==> config.mk <==
export PLATFORM = sky130hd
export DESIGN_NAME = fifo_wr_arbiter
export DESIGN_NICKNAME = d
export VERILOG_FILES = /design/src/rtl/fifo_wr_arbiter.sv
export SDC_FILE = /design/constraint.sdc
export NUM_CORES = 1
export LEC_CHECK = 0
export ABC_CLOCK_PERIOD_IN_PS = 3250
export CAP_MARGIN = 20
export CORE_MARGIN = 4
export CORE_UTILIZATION = 34
export DETAILED_ROUTE_END_ITERATION = 16
export PLACE_DENSITY = 0.8
export SLEW_MARGIN = 20
export SYNTH_ARGS = -nofsm -noshare
export SYNTH_HDL_FRONTEND = slang
export SYNTH_SLANG_ARGS = --single-unit
==> constraint.sdc <==
create_clock -name wr_clk -period 3.25 [get_ports wr_clk]
set_clock_uncertainty 0.15 [all_clocks]
set_input_delay 0.325 -clock wr_clk [delete_from_list [all_inputs] [get_ports wr_clk]]
set_output_delay 0.325 -clock wr_clk [all_outputs]
set_load 0.02 [all_outputs]
==> src/rtl/fifo_wr_arbiter.sv <==
// Round-robin arbiter sharing the FIFO write port; each grant covers up to MAX_BURST beats.
// One idle cycle to arbitrate. wr_en/req_ready are combinational and stall while fifo_full is set.
module fifo_wr_arbiter #(
   parameter int NUM_REQ    = 4,
   parameter int DATA_WIDTH = 8,
   parameter int MAX_BURST  = 4,
   parameter int ID_WIDTH   = 2
) (
   input  logic                          wr_clk,
   input  logic                          wr_rst,
   input  logic [NUM_REQ-1:0]            req_valid,
   input  logic [NUM_REQ*DATA_WIDTH-1:0] req_data,
   output logic [NUM_REQ-1:0]            req_ready,
   input  logic                          fifo_full,
   output logic                          wr_en,
   output logic [DATA_WIDTH-1:0]         wr_data,
   output logic                          grant_vld,
   output logic [ID_WIDTH-1:0]           grant_id
);
   localparam int CNT_W = $clog2(MAX_BURST) + 1;

   typedef enum logic {IDLE, BURST} state_t;

   state_t                state;
   logic [CNT_W-1:0]      beat_cnt;
   logic [DATA_WIDTH-1:0] slice [NUM_REQ];
   logic [ID_WIDTH-1:0]   winner;
   logic [ID_WIDTH-1:0]   cand;
   logic                  in_burst;
   logic                  xfer;
   logic                  last_beat;

   for (genvar g = 0; g < NUM_REQ; g++) begin : g_slice
      assign slice[g] = req_data[g*DATA_WIDTH +: DATA_WIDTH];
   end

   // Gating with wr_rst drops the outputs in the very cycle reset is asserted mid-burst.
   assign in_burst  = (state == BURST) && !wr_rst;
   assign xfer      = in_burst && req_valid[grant_id] && !fifo_full;
   assign last_beat = (beat_cnt == CNT_W'(MAX_BURST - 1));
   assign wr_en     = xfer;
   assign wr_data   = in_burst ? slice[grant_id] : '0;

   always_comb begin
      req_ready = '0;
      if (in_burst && !fifo_full)
         req_ready[grant_id] = 1'b1;
   end

   // Scan from the farthest offset down so the nearest valid requester after grant_id wins.
   always_comb begin
      winner = grant_id;
      cand   = grant_id;
      for (int k = NUM_REQ; k >= 1; k--) begin
         cand = ID_WIDTH'((32'(grant_id) + k) % NUM_REQ);
         if (req_valid[cand])
            winner = cand;
      end
   end

   always_ff @(posedge wr_clk) begin
      if (wr_rst) begin
         state     <= IDLE;
         grant_vld <= 1'b0;
         grant_id  <= ID_WIDTH'(NUM_REQ - 1);
         beat_cnt  <= '0;
      end else begin
         case (state)
            IDLE: begin
               if (|req_valid) begin
                  state     <= BURST;
                  grant_vld <= 1'b1;
                  grant_id  <= winner;
                  beat_cnt  <= '0;
               end
            end
            BURST: begin
               if (!req_valid[grant_id]) begin
                  state     <= IDLE;
                  grant_vld <= 1'b0;
               end else if (!fifo_full) begin
                  if (last_beat) begin
                     state     <= IDLE;
                     grant_vld <= 1'b0;
                     beat_cnt  <= '0;
                  end else begin
                     beat_cnt <= beat_cnt + CNT_W'(1);
                  end
               end
            end
            default: begin
               state     <= IDLE;
               grant_vld <= 1'b0;
            end
         endcase
      end
   end
endmodule

======== After elaboration in Yosys (flattened, before gate mapping) ========
Index checks and enable logic that the tools add are counted.
cells by class
  equality and inequality tests ........... 6
  add/subtract/negate cells ............... 5
  $lt $le $gt $ge ......................... 7
  bitwise logic cells ..................... 2
  multiplexer cells ....................... 36
  reduce and logical (&&, ||, !) cells .... 12
operators with widths
  operator               count
  $mux W8                3
  $bmux W8 S2            1
  $lt A2 B3 Y1 const B   5
  $mux W1                14
  $mux W3                4
  $bmux W1 S2            5
  $reduce_and A3 Y1      3
  $mux W2                4
  $ne A3 B3 Y1 const B   2
  $pmux W3 S2            1
  $logic_and A1 B1 Y1    5
  $add A2 B1 Y2 const B  2
  $add A2 B2 Y2 const B  2
  $mux W4                1
  $ne A2 B2 Y1 const B   2
  $pmux W1 S2            2
  $reduce_bool A4 Y1     1
  $reduce_or A4 Y1       1
  $add A3 B1 Y3 const B  1
  $eq A3 B2 Y1 const B   1
  $ge A3 B3 Y1 const B   1
  $not A2 Y3             1
  $demux W1 S2           1
  $ge A2 B1 Y1 const B   1
  other kinds (3)        4
storage, ports and cells
  output and inout port bits .............. 16
  register bits ........................... 7
  word-level logic and storage cells ...... 72
  input port bits ......................... 39

======== Depth between registers and ports, before layout ========
Gate-level depths: netlist of the first run.
  depth after elaboration ................. 7
  gate-level depth with buffers ........... 8
  gate-level depth less buffers ........... 6

======== Least setup slack after synthesis of the first run ========
OpenSTA, ideal clock, no wires.
  kind .................................... reg2reg
  start ................................... register grant_id[0]
  end ..................................... register grant_id[0]
  required time ........................... 2974 ps
  stages on the path, launching flop included .. 9
  slack ................................... 1057 ps
  setup time .............................. 126 ps
  path buffers ............................ 2
  arrival ................................. 1918 ps
  clock period less this slack ............ 2193 ps
  cell sequence ........................... dfxtp_1 -> buf_6 -> buf_2 -> inv_1 -> ha_1 -> mux4_2 -> nor2b_1 -> nor4_2 -> mux2i_1
on the way
  longest elaborated chain between the ends .. 6
  elaborated cells between the ends (all ways) .. 18
  those cells by class .................... 4 x add/sub; 12 x mux; 2 x reduce/logical
ends and longest elaborated chain
  what                           line  text
  start: declaration             18    output logic [ID_WIDTH-1:0] grant_id
  start signal: assignment       65    grant_id <= ID_WIDTH'(NUM_REQ - 1);
  start signal: assignment       73    grant_id <= winner;
  $add A2 B2 Y2                  55    cand = ID_WIDTH'((32'(grant_id) + k) % NUM_REQ);
  $bmux W1 S2                    56    if (req_valid[cand])
  $mux W1 (implied by the code)  56
  $mux W2 (3 in a row)           56
Parallel ways exist; a longest one is shown, timed or not. The select of a mux whose other input is x is not followed.
A chain may end at the register's enable or synchronous reset.

======== Worst setup path after layout of the first run ========
  start ................................... register grant_id[0]
  end ..................................... output wr_en
on the way
  longest elaborated chain between the ends .. 4
ends and longest elaborated chain
  what                              line  text
  $bmux W1 S2                       39    assign xfer = in_burst && req_valid[grant_id] && !fifo_full;
  $mux W1 (implied by the code)     39
  $logic_and A1 B1 Y1 (2 in a row)  39
  end: declaration                  15    output logic wr_en,
Every way passes these cells. The select of a mux whose other input is x is not followed.

==> results.cfg, run 1 <==
[timing]
final_max_slew_viol_count = 0
finalSetupTns_ps = 0
post-route-period-util = 0.859
hold_viol = 0
worst_pin_slew_ps = 704
fmax_ghz = 0.358
fin_crit_ps = 2790
rsz0062_at_grt = false
relSlewSlack = 0.530
finalSetupViolCount = 0

[final_layout]
fin_nets = 184
syn_to_final_growth_pct = 69.1
num_antenna_cells = 0
drive_gt1_frac = 0.151
stdcell_count = 167
n_fill_cell = 197

[place]
gp_congestion = 0.825
place.port_buffers = 54
hpwl_um = 2280
post-place-cells = 163

[power]
leakage_nw = 0.588
pwr_density_cell_mw_per_mm2 = 442
finalPower_uw = 629
peakVddDrop_v = 0.000268

[worst_setup_path]
worstPathCellList = mux4_2 -> and2_1 -> clkdlybuf4s50_1
crit_path_max_fanout = 10
critPathTopFamily = flip-flops
crit_arrival_ps = 2320
worstPathRequired_ps = 2770
cp_slowest_cell = dfxtp_1
start_kind = flop
path_buf_inv = 1
path_class = reg2out
worst_setup_path_end_kind = primary output
max_stage_delay_ps = 710

[detailed_routing]
firstDrtPassIters = 4
via_count = 860
drc = 0
routed_via_density = 5.15
wl_per_cell_um = 15.9
ant_nets = 0
initialDrtViolationCount = 12
wirelength_um = 2650

[yosys]
yosysWarnings = 0
ys_types = 29
synthArstFlopShare = 0
synth_flop_cell = dfxtp_1
syn-num-nets = 129
syn_inst = 85
netlist_area_um2 = 842
synth_seq_cells = 7
synth.avg_cell_area_um2 = 9.91
synth-edff-count = 0
seq_area_frac_synth = 0.166

[clocking]
htree_levels = 1
cts_tree = yes
cts-root-buf = clkbuf_4
path_clk_slew_ps = 50
clockBufferDepth = 2
clk_latency_ps = 250
cts_hold_buf = 0
cts_resized = 0
cts_setup_buffers = 0
cts.sinks = 7
cts_buffers = 3

[global_route]
top_usage_layer = met2
grt_use_total = 0.160
grt_overflow_total = 0
grt_antenna_before_repair = 0
met3_usage = 0.00223
first_global_vias = 868
grt_pass1_wl_um = 4240
use_met2 = 0.315
use_met1 = 0.193
grt_start_max_net_pins = 18

[floorplan]
start_util = 0.370
die_y_um = 57.8
io-pin-count = 55
rows = 17
die_area_mm2 = 0.00334
core_mm2 = 0.00228
fp.dieW_um = 57.8

[hold_path]
hold_path_class = reg2reg

[status]
status = finished clean

[job]
maxCapViolations = 0
==> synthesized netlist by cell type (2+ instances only) <==
master    number  area share
inv_1          4       0.018
a211oi_1       2       0.018
nor2_1         6       0.027
a21oi_1        6       0.036
and2_1         5       0.037
or3_1          2       0.015
dfxtp_1        7        0.17
and3_1         8       0.059
clkbuf_1       3       0.013
mux2i_1        2       0.024
nand2_1        5       0.022
nor2b_1        4       0.030
mux4_2        11        0.29
ha_1           5       0.074
==> final timing paths <==
kind,endpoint,start,depth (start not counted),slack (ps)
min reg2reg,beat_cnt[0]$_SDFFE_PP0P_,beat_cnt[0]$_SDFFE_PP0P_,2,330
max,wr_en,grant_id[0]$_SDFFE_PP1P_,3,460
min,beat_cnt[0]$_SDFFE_PP0P_,beat_cnt[0]$_SDFFE_PP0P_,2,330
max reg2reg,grant_id[0]$_SDFFE_PP1P_,grant_id[0]$_SDFFE_PP1P_,7,920
==> layout make-up <==
cell class	count	area (um^2)	area share
Clock buffer	4	26.3	0.0185
Inverter	4	15.0	0.0105
Multi-Input combinational cell	69	659	0.463
Sequential cell	7	140	0.0984
Tap cell	28	35.0	0.0246
Timing Repair Buffer	55	548	0.385
==> report_power, final <==
part	switching (mW)	internal [mW]	leakage, nW
clock	0.0321	0.0469	0.0150
sequential	0.0572	0.101	0.0578
combinational	0.151	0.241	0.515
==> worst register-to-register path, stage by stage (launching register included) <==
cell and delay (ps):
dfxtp_1 710, buf_4 300, inv_1 100, ha_1 340, mux4_2 290, nor2b_1 150
nor4_2 60, mux2i_1 120
==> per-layer routing <==
| layer | vias to the layer above | part of all wire |
|---|---|---|
| li1 | 431 | - |
| met1 | 418 | 0.41 |
| met2 | 11 | 0.58 |
| met3 | 0 | 0.017 |
| met4 | 0 | 0 |
| met5 | - | 0 |
==> stage by stage <==
stage,cell area (um^2),hold WS [ps],setup WS (ps),util
finish,1420,332,458,0.626
CTS,1420,332,417,0.626
detailed placement,1400,324,563,0.614
floorplan,842,286,1060,-
global route,1420,352,310,0.626
global placement,1400,300,649,0.614
==> flip-flops by register name, indices dropped and copies added, names as in the netlist <==
register / flops
beat_cnt: 3
state: 1
grant_vld: 1
grant_id: 2
==> logic make-up after synthesis <==
kind of cell,Yosys count,synth area share
adder cells (fa/ha/maj),5,0.0743
multiplexers,13,0.318
buffers and inverters,9,0.0505
AND/OR/NAND/NOR,38,0.273
flip-flops,7,0.166
AO/OA/AOI/OAI,13,0.117
==> placed cells by master (no fill, tap or decap), drive strengths merged <==
| cell type | instances |
|---|---|
| or3 | 2 |
| nor3b | 1 |
| clkdlybuf4s50 | 54 |
| a2bb2oi | 1 |
| nor2b | 4 |
| clkbuf | 4 |
| buf | 1 |
| nor2 | 6 |
| o31ai | 1 |
| a211oi | 2 |
| mux2i | 2 |
| a21oi | 6 |
| and3 | 9 |
| o211a | 1 |
| and2 | 5 |
| nand2b | 1 |
| o211ai | 1 |
| nor4 | 2 |
| o311ai | 1 |
| or2 | 2 |
| nand2 | 5 |
| or3b | 1 |
| ha | 5 |
| mux4 | 11 |
| dfxtp | 7 |
| inv | 4 |
Power figures use the tool's default switching activity.
==> run 2, diff against run 1 <==
--- a/config.mk
+++ b/config.mk
@@ -8,3 +8,3 @@
 export ABC_CLOCK_PERIOD_IN_PS = 3250
-export CAP_MARGIN = 20
+export CAP_MARGIN = 5
 export CORE_MARGIN = 4
==> constraint.sdc (replaced) <==
create_clock -name wr_clk -period 3.25 [get_ports wr_clk]
set_clock_uncertainty 0.15 [all_clocks]
set_input_delay 0.65 -clock wr_clk [delete_from_list [all_inputs] [get_ports wr_clk]]
set_output_delay 0.65 -clock wr_clk [all_outputs]
set_load 0.02 [all_outputs]
==> run 2 against run 1 <==
Register-to-register slack improved by 50 ps. Global-route usage increased by 1.3 points. Total power rose by 3.5%. Combinational power increased by 9.2%. Clock power fell by 2%. Via count up 4.2%. Sequential power down 8%.
==> results.cfg, run 2 (same netlist as run 1, synthesis figures left out) <==
[global_route]
grt_pass1_wl_um = 4510
grt_overflow_total = 0
grt_use_total = 0.173
first_global_vias = 948
grt_start_max_net_pins = 18
grt_antenna_before_repair = 0

[timing]
rsz0062_at_grt = false
relSlewSlack = 0.545
holdWs_ps = 328
worst_pin_slew_ps = 681
post-route-period-util = 0.963
finalSetupViolCount = 0
hold_viol = 0
fin_crit_ps = 3130
finalSetupTns_ps = 0
fmax_ghz = 0.319
final_max_slew_viol_count = 0

[final_layout]
mostFrequentLayoutCell = clkdlybuf4s50_1
final_cell_mix = clkdlybuf4s50_1 (54), mux4_2 (11), and3_1 (8), dfxtp_1 (7)
num_antenna_cells = 0
drive_gt1_frac = 0.186
fin_area_mm2 = 0.00148
n_fill_cell = 189
utilization = 0.651
largestRegisters = beat_cnt: 3 flops, grant_id: 2 flops
largest_reg_flops = 3
syn_to_final_growth_pct = 75.9
regMostFlops = beat_cnt
fin_nets = 190

[worst_setup_path]
crit_arrival_ps = 2330
worstPathRequired_ps = 2450
worstRegToRegCells = 6
start_kind = input pin
path_class = in2out
worst_setup_path_end_kind = primary output
crit_path_max_fanout = 6

[power]
peakVddDrop_v = 0.000276
pwr_density_cell_mw_per_mm2 = 440
internal_power_uw = 411
leakage_nw = 0.622
power.switching_uw = 240
clock_power_share = 0.119
combPwrFrac = 0.658
pwr-share-seq = 0.224
p_sw_frac = 0.369

[place]
dpl_cell_area_mm2 = 0.00146
gp_congestion = 0.844
hpwl_um = 2290
place.port_buffers = 54

[floorplan]
rows = 17
die_y_um = 57.8
core_mm2 = 0.00228
die_area_mm2 = 0.00334
start_util = 0.370
io-pin-count = 55
fp.dieW_um = 57.8

[detailed_routing]
wl_per_cell_um = 15.4
drc = 0
via_count = 896
initialDrtViolationCount = 9
firstDrtPassIters = 4
routed_via_density = 5.18
ant_nets = 0
wirelength_um = 2670

[clocking]
cts.sinks = 7
clockBufferDepth = 2
cts_setup_buffers = 0
cts_tree = yes
path_clk_slew_ps = 50
cts-root-buf = clkbuf_4
cts_hold_buf = 0
cts_resized = 0
htree_levels = 1
clk_latency_ps = 240
cts_buffers = 3

[status]
status = finished clean

[job]
maxCapViolations = 0

[hold_path]
holdPathStages = 2
hold_path_class = reg2reg
## run 2: metal layers
layer,global-route usage,part of all wire
met1,0.191,0.36
met2,0.337,0.61
met3,0.0200,0.018
met4,0.0596,0.016
met5,0,0
## run 2: area by class of cell
cell class | count | area (um^2) | share of cell area
Multi-Input combinational cell | 69 | 659 | 0.445
Timing Repair Buffer | 61 | 606 | 0.409
Sequential cell | 7 | 140 | 0.0946
Tap cell | 28 | 35.0 | 0.0236
Clock buffer | 4 | 26.3 | 0.0177
Inverter | 4 | 15.0 | 0.0101
## run 2: critical path: stages
cell	delay, ps
clkdlybuf4s50_1	480
mux4_2	490
and2_1	170
clkdlybuf4s50_1	540
## run 2: path summary, 6_finish.rpt
path | slack, ps | end | start
setup / recovery | 120 | wr_en | req_valid[1]
hold / removal | 330 | beat_cnt[1]$_SDFFE_PP0P_ | beat_cnt[1]$_SDFFE_PP0P_
setup reg to reg | 970 | grant_id[0]$_SDFFE_PP1P_ | grant_id[1]$_SDFFE_PP1P_
hold reg to reg | 330 | beat_cnt[1]$_SDFFE_PP0P_ | beat_cnt[1]$_SDFFE_PP0P_
## run 2: power by group through the flow
| stage | clock [mW] | combinational, mW | sequential (mW) |
|---|---|---|---|
| finish | 0.0773 | 0.428 | 0.146 |
| global route | 0.0839 | 0.466 | 0.151 |
| CTS | 0.0801 | 0.434 | 0.147 |
| detailed placement | 0 | 0.432 | 0.148 |
| global placement | 0 | 0.422 | 0.147 |
| floorplan | 0 | 0.284 | 0.133 |
## run 2: through the flow
stage / setup WS, ps / power [mW] / instances
2_1_floorplan: 765 / 0.418 / 85
3_3_place_gp: 140 / 0.569 / 169
3_5_place_dp: 119 / 0.581 / 169
4_1_cts: 119 / 0.661 / 173
5_1_grt: 59.6 / 0.701 / 173
6_report: 119 / 0.652 / 173
==> run 3, diff against run 2 <==
Settings changed: ABC_CLOCK_PERIOD_IN_PS 3250 to 3050, SLEW_MARGIN 20 to 5.
Clock period 3.25 ns to 3.05 ns, I/O delays scaled along.
==> run 3 against run 2 <==
Wire length grew 2.1%. Worst setup slack lost 57 ps. Clock power grew 7.8%. Total power grew 7.1%. Via count grew 2.2%. Register-to-register slack gained 70 ps. Cell count is the same. Die area is the same. Largest cell class unchanged. Largest power group unchanged.
==> results.cfg, run 3 (same netlist as run 1, synthesis figures left out) <==
[timing]
setup_slack_ps = 61.7
post-route-period-util = 0.980
fin_crit_ps = 2990
finalSetupViolCount = 0
rsz0062_at_grt = false
fmax_ghz = 0.335
final_max_slew_viol_count = 0
hold_viol = 0
relSlewSlack = 0.654
worst_pin_slew_ps = 514

[worst_setup_path]
crit_arrival_ps = 2230
r2r_slack_ps = 1040
path_class = in2out
crit_path_max_fanout = 1
start_kind = input pin
worst_setup_path_end_kind = primary output
worstPathRequired_ps = 2290
worstRegToRegCells = 6

[clocking]
cts-root-buf = clkbuf_4
path_clk_slew_ps = 50
clockBufferDepth = 2
cts.sinks = 7
cts_buffers = 3
htree_levels = 1
cts_tree = yes
clk_latency_ps = 250
cts_hold_buf = 0

[power]
pwr_density_cell_mw_per_mm2 = 471
leakage_nw = 0.626
peakVddDrop_v = 0.000261

[place]
gp_congestion = 0.840
dp_slack_ps = -4.25
hpwl_um = 2310
place.port_buffers = 54

[floorplan]
die_y_um = 57.8
start_util = 0.370
fp.dieW_um = 57.8
io-pin-count = 55
rows = 17
core_mm2 = 0.00228
die_area_mm2 = 0.00334

[final_layout]
largestRegisters = beat_cnt: 3 flops, grant_id: 2 flops
multi_input_area_um2 = 659
utilization = 0.651
regMostFlops = beat_cnt
num_antenna_cells = 0
n_fill_cell = 194
fin_nets = 190
seqCellArea_um2 = 141
largest_reg_flops = 3
final_cell_mix = clkdlybuf4s50_1 (53), mux4_2 (11), and3_1 (8)
drive_gt1_frac = 0.193
mostFrequentLayoutCell = clkdlybuf4s50_1
syn_to_final_growth_pct = 75.9

[detailed_routing]
dr_wl_met2_um = 1630
routed_via_density = 5.29
drc = 0
initialDrtViolationCount = 15
wirelength_um = 2720
wl_per_cell_um = 15.7
dr_wl_met3_um = 72
via_count = 916
firstDrtPassIters = 4
top_layer_used = met4
met1_length_um = 975
ant_nets = 0

[hold_path]
holdPathStages = 2
hold_path_class = reg2reg

[global_route]
grt_start_max_net_pins = 20
first_global_vias = 980
grt_use_total = 0.171
grt_overflow_total = 0
grt_antenna_before_repair = 0
grt_pass1_wl_um = 4530

[job]
maxCapViolations = 0

[status]
status = finished clean
-- run 3: cell count changes in the layout (fill, tap and decap cells not counted), sizes merged --
cell,before,now
clkdlybuf4s50,54,53
dlygate4sd2,0,1
-- run 3: power by group --
group          internal (mW)  switching [mW]  total, mW
clock                 0.0499          0.0334     0.0833
sequential             0.109          0.0372      0.146
combinational          0.280           0.188      0.469
-- run 3: worst max-delay path, stage by stage --
cell and delay (ps):
clkdlybuf4s50_1 400, mux4_2 480, and3_1 190, clkdlybuf4s50_1 550
-- run 3: path summary, 6_finish.rpt --
path	start	to
max	req_data[25]	wr_data[1]
min reg2reg	beat_cnt[1]$_SDFFE_PP0P_	beat_cnt[1]$_SDFFE_PP0P_
max reg2reg	grant_id[1]$_SDFFE_PP1P_	grant_id[0]$_SDFFE_PP1P_
min	beat_cnt[1]$_SDFFE_PP0P_	beat_cnt[1]$_SDFFE_PP0P_
-- run 3: final cells by class --
| type | count | area share |
|---|---|---|
| multi-input combinational | 69 | 0.445 |
| tap | 28 | 0.0236 |
| timing repair buffer | 61 | 0.408 |
| sequential | 7 | 0.0954 |
| inverter | 4 | 0.0101 |
| clock buffer | 4 | 0.0177 |
-- run 3: metrics by stage --
step | std cells | power [mW] | cell area [um^2] | TNS (ps) | hold WS (ps)
detailed placement | 169 | 0.620 | 1460 | -4.25 | 302
CTS | 173 | 0.707 | 1480 | 0 | 308
global route | 173 | 0.752 | 1480 | 0 | 335
finish | 173 | 0.698 | 1480 | 0 | 305
floorplan | 85 | 0.445 | 842 | 0 | 286
global placement | 169 | 0.607 | 1460 | 0 | 293
-- run 3: per-layer routing --
layer  vias up  global-route usage
met1       441               0.180
li1        445                   -
met3         6              0.0156
met5         -                   0
met4         0              0.0596
met2        24               0.345
-- run 3: timing repair --
action | CTS | global route
buffers inserted | 0 | 0
pin swaps | 0 | 0
endpoints found under the setup margin | 1 | 2
resized for setup | 1 | 1
